[src/rtl/dkong_dl_router_if.sv]
// dkong_dl_router_if
//   Carries the hps_io ioctl download stream into the ROM/mod/DIP router.
//   master: the download source (hps_io); drives every signal.
//   slave : the router; samples every signal.
//   ioctl_download  download active
//   ioctl_wr        byte strobe, one clk_sys cycle per byte
//   ioctl_index     0=ROM image, 1=mod byte, 254=DIP bytes
//   ioctl_addr      25-bit byte address
//   ioctl_dout      byte data
interface dkong_dl_router_if;
    logic        ioctl_download;
    logic        ioctl_wr;
    logic [7:0]  ioctl_index;
    logic [24:0] ioctl_addr;
    logic [7:0]  ioctl_dout;

    modport master (
        output ioctl_download, ioctl_wr, ioctl_index, ioctl_addr, ioctl_dout
    );

    modport slave (
        input  ioctl_download, ioctl_wr, ioctl_index, ioctl_addr, ioctl_dout
    );
endinterface

[src/rtl/dkong_dl_router.sv]
// dkong_dl_router
//   Routes the ioctl download stream to the ROM dprams and dkong_top DL_* port.
//   Index-0 bytes become registered per-region write strobes with region-relative
//   addresses (latency 1, width 1). Index-1 latches the one-hot game select,
//   index-254 latches DIP byte 0. Tracks byte count and 16-bit additive checksum
//   of the ROM image and gates core run via rom_ready.
// Ports:
//   clk_sys, reset            clock, synchronous active-high power-on reset
//   ioctl (slave)             download stream
//   cpu_wr/cpu_addr           main CPU ROM write (32 KiB at CPU_BASE)
//   snd_wr/snd_addr           sound CPU ROM write (4 KiB at SND_BASE)
//   wav_wr/wav_addr           wave ROM write (64 KiB at WAV_BASE)
//   dl_wr/dl_addr             dkong_top DL_* write (index 0, addr < 64 KiB)
//   wr_data                   data shared by all strobes
//   mod_*                     one-hot game select
//   dip_sw0                   DIP byte 0
//   rom_ready/rom_error       image valid / last image too short
//   rom_sum                   sum of index-0 bytes mod 2^16
module dkong_dl_router #(
    parameter logic [23:0] CPU_BASE  = 24'h000000,
    parameter logic [23:0] SND_BASE  = 24'h00E000,
    parameter logic [23:0] WAV_BASE  = 24'h010000,
    parameter logic [23:0] MIN_BYTES = 24'h020000
) (
    input  logic             clk_sys,
    input  logic             reset,
    dkong_dl_router_if.slave ioctl,
    output logic             cpu_wr,
    output logic [14:0]      cpu_addr,
    output logic             snd_wr,
    output logic [11:0]      snd_addr,
    output logic             wav_wr,
    output logic [15:0]      wav_addr,
    output logic             dl_wr,
    output logic [15:0]      dl_addr,
    output logic [7:0]       wr_data,
    output logic             mod_dk,
    output logic             mod_dkjr,
    output logic             mod_dk3,
    output logic             mod_radarscope,
    output logic             mod_pestplace,
    output logic [7:0]       dip_sw0,
    output logic             rom_ready,
    output logic             rom_error,
    output logic [15:0]      rom_sum
);

    localparam logic [24:0] CPU_LO = {1'b0, CPU_BASE};
    localparam logic [24:0] CPU_HI = CPU_LO + 25'd32768;
    localparam logic [24:0] SND_LO = {1'b0, SND_BASE};
    localparam logic [24:0] SND_HI = SND_LO + 25'd4096;
    localparam logic [24:0] WAV_LO = {1'b0, WAV_BASE};
    localparam logic [24:0] WAV_HI = WAV_LO + 25'd65536;
    localparam logic [24:0] DL_HI  = 25'h0010000;

    typedef enum logic [2:0] {
        ST_IDLE,
        ST_LOAD,
        ST_FINISH,
        ST_READY,
        ST_FAIL
    } state_t;

    state_t      state;
    logic        dl_q;
    logic [23:0] count;
    logic        rise, fall, idx_rom, accept;
    logic        in_cpu, in_snd, in_wav, in_dl;
    logic [24:0] addr;

    always_comb begin
        addr    = ioctl.ioctl_addr;
        rise    = ioctl.ioctl_download & ~dl_q;
        fall    = ~ioctl.ioctl_download & dl_q;
        idx_rom = (ioctl.ioctl_index == 8'd0);
        accept  = (state == ST_LOAD) && ioctl.ioctl_wr && idx_rom;
        in_cpu  = (addr >= CPU_LO) && (addr < CPU_HI);
        in_snd  = (addr >= SND_LO) && (addr < SND_HI);
        in_wav  = (addr >= WAV_LO) && (addr < WAV_HI);
        in_dl   = (addr < DL_HI);
    end

    // Edge-detect register follows ioctl_download even through reset, so a
    // download still high after a mid-load reset is not seen as a new start.
    always_ff @(posedge clk_sys) begin
        dl_q <= ioctl.ioctl_download;
    end

    always_ff @(posedge clk_sys) begin
        if (reset) begin
            state          <= ST_IDLE;
            cpu_wr         <= 1'b0;
            snd_wr         <= 1'b0;
            wav_wr         <= 1'b0;
            dl_wr          <= 1'b0;
            cpu_addr       <= '0;
            snd_addr       <= '0;
            wav_addr       <= '0;
            dl_addr        <= '0;
            wr_data        <= '0;
            count          <= '0;
            rom_sum        <= '0;
            rom_ready      <= 1'b0;
            rom_error      <= 1'b0;
            mod_dk         <= 1'b1;
            mod_dkjr       <= 1'b0;
            mod_dk3        <= 1'b0;
            mod_radarscope <= 1'b0;
            mod_pestplace  <= 1'b0;
            dip_sw0        <= '0;
        end else begin
            cpu_wr <= accept && in_cpu;
            snd_wr <= accept && in_snd;
            wav_wr <= accept && in_wav;
            dl_wr  <= accept && in_dl;

            // accept implies ST_LOAD, so this never races the clear below.
            if (accept) begin
                cpu_addr <= 15'(addr - CPU_LO);
                snd_addr <= 12'(addr - SND_LO);
                wav_addr <= 16'(addr - WAV_LO);
                dl_addr  <= addr[15:0];
                wr_data  <= ioctl.ioctl_dout;
                rom_sum  <= rom_sum + {8'd0, ioctl.ioctl_dout};
                if (count != '1) begin
                    count <= count + 24'd1;
                end
            end

            case (state)
                ST_IDLE, ST_READY, ST_FAIL: begin
                    if (rise && idx_rom) begin
                        state     <= ST_LOAD;
                        count     <= '0;
                        rom_sum   <= '0;
                        rom_ready <= 1'b0;
                        rom_error <= 1'b0;
                    end
                end
                ST_LOAD: begin
                    if (fall) begin
                        state <= ST_FINISH;
                    end
                end
                ST_FINISH: begin
                    if (count >= MIN_BYTES) begin
                        state     <= ST_READY;
                        rom_ready <= 1'b1;
                    end else begin
                        state     <= ST_FAIL;
                        rom_error <= 1'b1;
                    end
                end
                default: state <= ST_IDLE;
            endcase

            if (ioctl.ioctl_wr && (ioctl.ioctl_index == 8'd1)) begin
                mod_dk         <= (ioctl.ioctl_dout == 8'd0);
                mod_dkjr       <= (ioctl.ioctl_dout == 8'd1);
                mod_dk3        <= (ioctl.ioctl_dout == 8'd2);
                mod_radarscope <= (ioctl.ioctl_dout == 8'd3);
                mod_pestplace  <= (ioctl.ioctl_dout == 8'd4);
            end

            // Only DIP byte 0 has a consumer; addresses 1..7 are accepted and dropped.
            if (ioctl.ioctl_wr && (ioctl.ioctl_index == 8'd254) && (addr == 25'd0)) begin
                dip_sw0 <= ioctl.ioctl_dout;
            end
        end
    end

endmodule
[src/flat_wrapper.sv]
// flat-port wrapper written by rule: the top's interface ports become plain ports
module dkong_dl_router_flat 
#(
    parameter logic [23:0] CPU_BASE  = 24'h000000,
    parameter logic [23:0] SND_BASE  = 24'h00E000,
    parameter logic [23:0] WAV_BASE  = 24'h010000,
    parameter logic [23:0] MIN_BYTES = 24'h020000
)
  (clk_sys, reset, cpu_wr, cpu_addr, snd_wr, snd_addr, wav_wr, wav_addr, dl_wr, dl_addr, wr_data, mod_dk, mod_dkjr, mod_dk3, mod_radarscope, mod_pestplace, dip_sw0, rom_ready, rom_error, rom_sum, ioctl_ioctl_download, ioctl_ioctl_wr, ioctl_ioctl_index, ioctl_ioctl_addr, ioctl_ioctl_dout);
  dkong_dl_router_if ioctl_i ();
  input  logic clk_sys;
  input  logic reset;
  output logic cpu_wr;
  output logic [14:0] cpu_addr;
  output logic snd_wr;
  output logic [11:0] snd_addr;
  output logic wav_wr;
  output logic [15:0] wav_addr;
  output logic dl_wr;
  output logic [15:0] dl_addr;
  output logic [7:0] wr_data;
  output logic mod_dk;
  output logic mod_dkjr;
  output logic mod_dk3;
  output logic mod_radarscope;
  output logic mod_pestplace;
  output logic [7:0] dip_sw0;
  output logic rom_ready;
  output logic rom_error;
  output logic [15:0] rom_sum;
  input wire logic [$bits(ioctl_i.ioctl_download)-1:0] ioctl_ioctl_download;
  input wire logic [$bits(ioctl_i.ioctl_wr)-1:0] ioctl_ioctl_wr;
  input wire logic [$bits(ioctl_i.ioctl_index)-1:0] ioctl_ioctl_index;
  input wire logic [$bits(ioctl_i.ioctl_addr)-1:0] ioctl_ioctl_addr;
  input wire logic [$bits(ioctl_i.ioctl_dout)-1:0] ioctl_ioctl_dout;
  assign ioctl_i.ioctl_download = ioctl_ioctl_download;
  assign ioctl_i.ioctl_wr = ioctl_ioctl_wr;
  assign ioctl_i.ioctl_index = ioctl_ioctl_index;
  assign ioctl_i.ioctl_addr = ioctl_ioctl_addr;
  assign ioctl_i.ioctl_dout = ioctl_ioctl_dout;
  dkong_dl_router #(.CPU_BASE(CPU_BASE), .SND_BASE(SND_BASE), .WAV_BASE(WAV_BASE), .MIN_BYTES(MIN_BYTES)) u_core (.clk_sys(clk_sys), .reset(reset), .ioctl(ioctl_i), .cpu_wr(cpu_wr), .cpu_addr(cpu_addr), .snd_wr(snd_wr), .snd_addr(snd_addr), .wav_wr(wav_wr), .wav_addr(wav_addr), .dl_wr(dl_wr), .dl_addr(dl_addr), .wr_data(wr_data), .mod_dk(mod_dk), .mod_dkjr(mod_dkjr), .mod_dk3(mod_dk3), .mod_radarscope(mod_radarscope), .mod_pestplace(mod_pestplace), .dip_sw0(dip_sw0), .rom_ready(rom_ready), .rom_error(rom_error), .rom_sum(rom_sum));
endmodule
[config.mk]
export PLATFORM = sky130hd
export DESIGN_NAME = dkong_dl_router_flat
export DESIGN_NICKNAME = d
export VERILOG_FILES = /design/src/rtl/dkong_dl_router_if.sv /design/src/rtl/dkong_dl_router.sv /design/src/flat_wrapper.sv
export SDC_FILE = /design/constraint.sdc
export NUM_CORES = 1
export LEC_CHECK = 0
export ABC_AREA = 0
export CORE_MARGIN = 2
export CORE_UTILIZATION = 47
export CTS_BUF_LIST = sky130_fd_sc_hd__clkbuf_4
export CTS_CLUSTER_SIZE = 25
export DETAILED_ROUTE_END_ITERATION = 12
export PLACE_DENSITY = 0.89
export SYNTH_ARGS = -nofsm -noshare
export SYNTH_HDL_FRONTEND = slang
export SYNTH_SLANG_ARGS = --single-unit
[constraint.sdc]
create_clock -name clk_sys -period 3.1 [get_ports clk_sys]
set_clock_uncertainty 0.05 [all_clocks]
set_input_delay 0.93 -clock clk_sys [delete_from_list [all_inputs] [get_ports clk_sys]]
set_output_delay 0.93 -clock clk_sys [all_outputs]
set_load 0.005 [all_outputs]
==> results.toml, run 1 <==
[status]
outcome = "finished clean"

[grt]
grt.overflow.total = 0
grt_pass1_vias = 4097
grt_max_degree = 35
antenna_found_initial = 0
track_usage_pct = 24.1
grt_first_pass_wirelength_mm = 19.5

[cts]
cts_buffers = 9
cts_buffer_depth = 2
htree_levels = 3
clock-sinks = 87
clk_latency_ns = 0.44
cts_resized = 0
post_cts_buffers = 0
cts_tree = "yes"
root_buffer = "clkbuf_4"
ctsHoldBuffers = 0
path_clk_slew_ns = 0.13

[floorplan]
die_w_um = 99.5
start_util_pct = 48.7
die_height_um = 99.5
ios = 147
core-area_mm2 = 0.00881
die_area_mm2 = 0.00991
rows = 34

[yosys]
synth_top_area_cell = "dfxtp_1"
synth_cells = 518
syn-num-nets = 574
synth.area.top_cells = "dfxtp_1 41%, buf_4 7.5%, nand2_1 7.2%, a21oi_1 6.3%, nor2_1 3.4%"
synth-main-ff-cell = "dfxtp_1"
synth_top_area_share_pct = 40.6
synth_warnings = 0
synthesis.area_mm2 = 0.00429
synth-edff-count = 0
synthArstFlopShare_pct = 0
synth_cell_types = 49
ys_ff_latch = 87
synth_area_per_cell_um2 = 8.28
seq_area_frac_synth_pct = 40.6

[route]
drc = 0
firstDrtPassIters = 5
routedWlPerCell_um = 16.0
vias = 4241
vias_per_cell = 5.59
drt-initial-drc-count = 249
ant_nets = 0
drt_wl_total_mm = 12.1

[job]
cap_violations = 0

[worst_hold_path]
hold_path.class = "reg2reg"

[placement]
dpl_cell_area_mm2 = 0.00574
pre_cts_ws_ns = -0.191
place_congestion = 0.865
place_hpwl_mm = 9.25
numPortBuffers = 146

[timing]
rsz0062_at_grt = "false"
hold_ws_ns = 0.416
period_minus_slack_ns = 2.86
fin_tns_setup_ns = 0
report.final.slew_viol_count = 0
setup_slack_ns = 0.238
tightest_slew_ns = 0.741
fmax_ghz = 0.349
timing.final.crit_share_pct = 92.3
setup_viol = 0
hold_violations = 0
relSlewSlack_pct = 50.4

[critical_path]
cp-start-kind = "input port"
crit_path_end_kind = "register"
critPathKind = "in2reg"
cp_cell_sequence = "clkdlybuf4s50_1 -> ha_1 -> a21oi_1 -> a2111oi_0 -> buf_4 -> nor3_1 -> buf_4 -> o21ai_0 -> a21oi_1"
worstPathArrival_ns = 3.18
critical-path-max-stage-delay_ns = 0.53
slowest_stage = "nor3_1"
rr_endpoint = "u_core.count[18]$_SDFF_PP0_"
r2r-start = "u_core.count[0]$_SDFF_PP0_"
cp-endpoint = "u_core.rom_sum[13]$_SDFF_PP0_"
cp_max_fo = 7
crit_start = "ioctl_ioctl_dout[2]"
rr_worst_depth = 7
rrSetupSlack_ns = 0.68
crit_required_ns = 3.42

[final_layout]
finalNetCount = 701
antennaDiodeCount = 0
syn_to_final_growth_pct = 36.6
regArea_mm2 = 0.00174
fill_cells = 681
design_area_mm2 = 0.00586
multiInputGateArea_mm2 = 0.00209
drive_gt1_share_pct = 8.92

[power_and_ir_drop]
p_leak_nw = 1.99
p_per_area_mw_per_mm2 = 332
ir_drop_mv = 0.180
-- sequential cells by signal, summed over array words and instances, names as in the netlist --
signal / count
u_core.state: 3
u_core.mod_dkjr: 1
u_core.cpu_addr: 14
u_core.rom_sum: 16
u_core.snd_wr: 1
u_core.mod_dk: 1
u_core.mod_pestplace: 1
u_core.rom_ready: 1
u_core.cpu_wr: 1
u_core.wav_wr: 1
u_core.count: 24
u_core.mod_radarscope: 1
u_core.wav_addr: 2
u_core.dl_wr: 1
u_core.rom_error: 1
u_core.mod_dk3: 1
u_core.dl_q: 1
u_core.wr_data: 8
u_core.dip_sw0: 8
-- synth_stat cells (7+ instances only) --
master,n
nor3_1,7
mux2i_1,10
nand2_1,82
nand4_1,15
dfxtp_1,87
clkbuf_1,17
xnor2_1,16
a2111oi_0,8
or3_1,8
nor4_1,9
a21oi_1,54
inv_1,16
nor2_1,39
ha_1,10
nand3_1,16
o21ai_0,12
buf_4,43
-- cells by family after synthesis --
| family | after synthesis | share of synthesized area, % |
|---|---|---|
| buffers and inverters | 80 | 10.8 |
| AO/OA/AOI/OAI | 98 | 13.7 |
| AND/OR/NAND/NOR | 210 | 24.7 |
| flip-flops | 87 | 40.6 |
| multiplexers | 10 | 2.33 |
| adder cells (fa/ha/maj) | 11 | 3.38 |
| XOR/XNOR | 22 | 4.49 |
-- metal layers --
layer  track usage [%]  wire length (µm)  vias to the layer above
met5                 0                 0                        -
met4              8.01               234                        0
met3              4.36               730                       20
met2              44.0              6200                      161
met1              28.5              4940                     2023
li1                  -                 -                     2037
-- worst max-delay path, delay by kind of cell --
family | cells | cell delay, ns
buffers and inverters | 3 | 0.80
AO/OA/AOI/OAI | 4 | 0.56
AND/OR/NAND/NOR | 1 | 0.53
adder cells (fa/ha/maj) | 1 | 0.34
-- cells in the final DEF, fill, tap and decap left out, types with 5 or more instances in the layout --
master and instances:
or3_1 8, mux2i_1 10, ha_1 10, and4_1 5
clkdlybuf4s50_1 146, xnor2_1 16, nor2_1 39, or4_1 6
nor4_1 9, a2111oi_0 8, o21ai_0 12, a211oi_1 6
xor2_1 6, nand3_1 16, nand4_1 15, dfxtp_1 87
a21oi_1 54, buf_4 34, nor3_1 7, clkbuf_4 12
inv_1 16, nand2_1 82
-- worst min path at each step --
stage | endpoint | slack [ns] | cells after the start | start
2_1_floorplan | u_core.mod_radarscope$_SDFFE_PP0P_ | 0.40 | 2 | u_core.mod_radarscope$_SDFFE_PP0P_
3_3_place_gp | u_core.mod_radarscope$_SDFFE_PP0P_ | 0.39 | 2 | u_core.mod_radarscope$_SDFFE_PP0P_
3_5_place_dp | u_core.rom_error$_SDFFE_PP0P_ | 0.40 | 2 | u_core.rom_error$_SDFFE_PP0P_
4_1_cts | u_core.wr_data[0]$_SDFFE_PP0P_ | 0.42 | 2 | u_core.wr_data[0]$_SDFFE_PP0P_
5_1_grt | u_core.rom_error$_SDFFE_PP0P_ | 0.45 | 2 | u_core.rom_error$_SDFFE_PP0P_
6_report | u_core.rom_error$_SDFFE_PP0P_ | 0.42 | 2 | u_core.rom_error$_SDFFE_PP0P_
-- layout make-up --
cell class / count / area share [%]
Clock buffer: 12 / 1.54
Clock inverter: 4 / 0.555
Inverter: 16 / 1.02
Multi-Input combinational cell: 351 / 35.6
Sequential cell: 87 / 29.7
Tap cell: 108 / 2.31
Timing Repair Buffer: 180 / 29.3
-- metrics by stage --
| step | std cells | power, mW | util (%) |
|---|---|---|---|
| floorplan | 518 | 1.26 | - |
| global placement | 742 | 1.37 | 65.2 |
| detailed placement | 742 | 1.38 | 65.2 |
| CTS | 758 | 1.95 | 66.6 |
| global route | 758 | 2.02 | 66.6 |
| finish | 758 | 1.94 | 66.6 |
-- report_power, final --
| part | switching [mW] | internal (mW) | leakage [nW] |
|---|---|---|---|
| Sequential | 0.0144 | 1.13 | 0.701 |
| Clock | 0.389 | 0.195 | 0.0637 |
| Combinational | 0.100 | 0.110 | 1.22 |
Note: power is estimated with default switching activity, not from simulation.
==> run 2, diff against run 1 <==
- SETUP_SLACK_MARGIN: default -> 0.05
==> run 2 against run 1 <==
Die area stayed put. First-iteration DRC count grew 6.0%. Global-route usage did not move. Count of clock-buffer cells in the layout unchanged. Sequential cell count unchanged. Clock power about the same. Worst hold slack is essentially flat.
==> results.toml, run 2 (synthesized netlist as in run 1, its figures left out) <==
[timing]
hold_violations = 0
tightest_slew_ns = 0.740
fmax_ghz = 0.356
timing.final.crit_share_pct = 90.5
fin_tns_setup_ns = 0
setup_viol = 0
rsz0062_at_grt = "false"
period_minus_slack_ns = 2.81
report.final.slew_viol_count = 0
setup_slack_ns = 0.295
relSlewSlack_pct = 50.5

[final_layout]
syn_to_final_growth_pct = 36.7
multiInputGateArea_mm2 = 0.00209
drive_gt1_share_pct = 9.08
fill_cells = 681
top_register = "u_core.count"
design_area_mm2 = 0.00587
regArea_mm2 = 0.00174
top_regs = "u_core.count x24, u_core.rom_sum x16, u_core.cpu_addr x14"
finalNetCount = 701
final_common_cell = "clkdlybuf4s50_1"
largest_register_ffs = 24
mostFrequentLayoutCells = "146 x clkdlybuf4s50_1, 87 x dfxtp_1, 82 x nand2_1"
antennaDiodeCount = 0

[route]
vias = 4250
ant_nets = 0
drc = 0
drt-initial-drc-count = 264
routedWlPerCell_um = 16.0
drt_wl_total_mm = 12.1
firstDrtPassIters = 6
vias_per_cell = 5.61

[floorplan]
ios = 147
rows = 34
die_area_mm2 = 0.00991
die_w_um = 99.5
core-area_mm2 = 0.00881
die_height_um = 99.5
start_util_pct = 48.7

[grt]
grt_max_degree = 35
grt_first_pass_wirelength_mm = 19.5
antenna_found_initial = 0
grt.overflow.total = 0
grt_pass1_vias = 4097
track_usage_pct = 24.1

[cts]
cts_buffer_depth = 2
root_buffer = "clkbuf_4"
ctsHoldBuffers = 0
htree_levels = 3
cts_tree = "yes"
clock-sinks = 87
cts_buffers = 9
clk_latency_ns = 0.44
path_clk_slew_ns = 0.14

[critical_path]
worstPathArrival_ns = 3.12
rr_worst_depth = 7
critPathKind = "in2reg"
crit_required_ns = 3.42
crit_path_end_kind = "register"
cp-start-kind = "input port"
cp_max_fo = 8

[placement]
place_congestion = 0.865
place_hpwl_mm = 9.25
numPortBuffers = 146
dpl_cell_area_mm2 = 0.00574
pre_cts_ws_ns = -0.191

[power_and_ir_drop]
total_power_mw = 1.94
p_per_area_mw_per_mm2 = 331
p_leak_nw = 1.99
ir_drop_mv = 0.181

[status]
outcome = "finished clean"

[worst_hold_path]
hold_path.class = "reg2reg"
hold_depth = 2

[job]
cap_violations = 0
## run 2: area by class of cell
class,count,area share [%]
clock buffer,12,1.54
clock inverter,4,0.554
inverter,16,1.02
multi-input combinational,351,35.6
sequential,87,29.7
tap,108,2.30
timing repair buffer,180,29.3
## run 2: metal layers
layer	part of all wire [%]	vias to the layer above	GRT usage [%]
li1	-	2034	-
met1	40	2026	28.5
met2	51	170	44.0
met3	6.5	20	4.36
met4	1.9	0	8.01
met5	0	-	0
## run 2: report_power, final
group / switching (mW) / internal (mW)
clock: 0.386 / 0.195
sequential: 0.0144 / 1.13
combinational: 0.100 / 0.110
## run 2: timing repair
action                                  in CTS  in global routing
setup buffers                                0                  0
gates resized for setup                      0                  1
endpoints found under the setup margin       0                  2
## run 2: worst paths after layout
| kind | startpoint | end | slack [ns] |
|---|---|---|---|
| worst max-delay path | ioctl_ioctl_index[4] | u_core.count[23]$_SDFF_PP0_ | 0.29 |
| worst min register to register | u_core.rom_error$_SDFFE_PP0P_ | u_core.rom_error$_SDFFE_PP0P_ | 0.42 |
| worst max register to register | u_core.count[0]$_SDFF_PP0_ | u_core.count[18]$_SDFF_PP0_ | 0.68 |
| worst min-delay path | u_core.rom_error$_SDFFE_PP0P_ | u_core.rom_error$_SDFFE_PP0P_ | 0.42 |
## run 2: worst max-delay path, cell delays in order
cell and delay [ns]:
clkdlybuf4s50_1 0.48, nor4_4 0.31, nand4_2 0.16, or4_1 0.69, or3_1 0.40, a21oi_1 0.15
## run 2: metrics by stage
step | util [%] | std cells | hold slack, ns
final | 66.6 | 758 | 0.416
after global routing | 66.6 | 758 | 0.449
after CTS | 66.6 | 758 | 0.421
after detailed placement | 65.2 | 742 | 0.401
after global placement | 65.2 | 742 | 0.390
after floorplan | - | 518 | 0.398
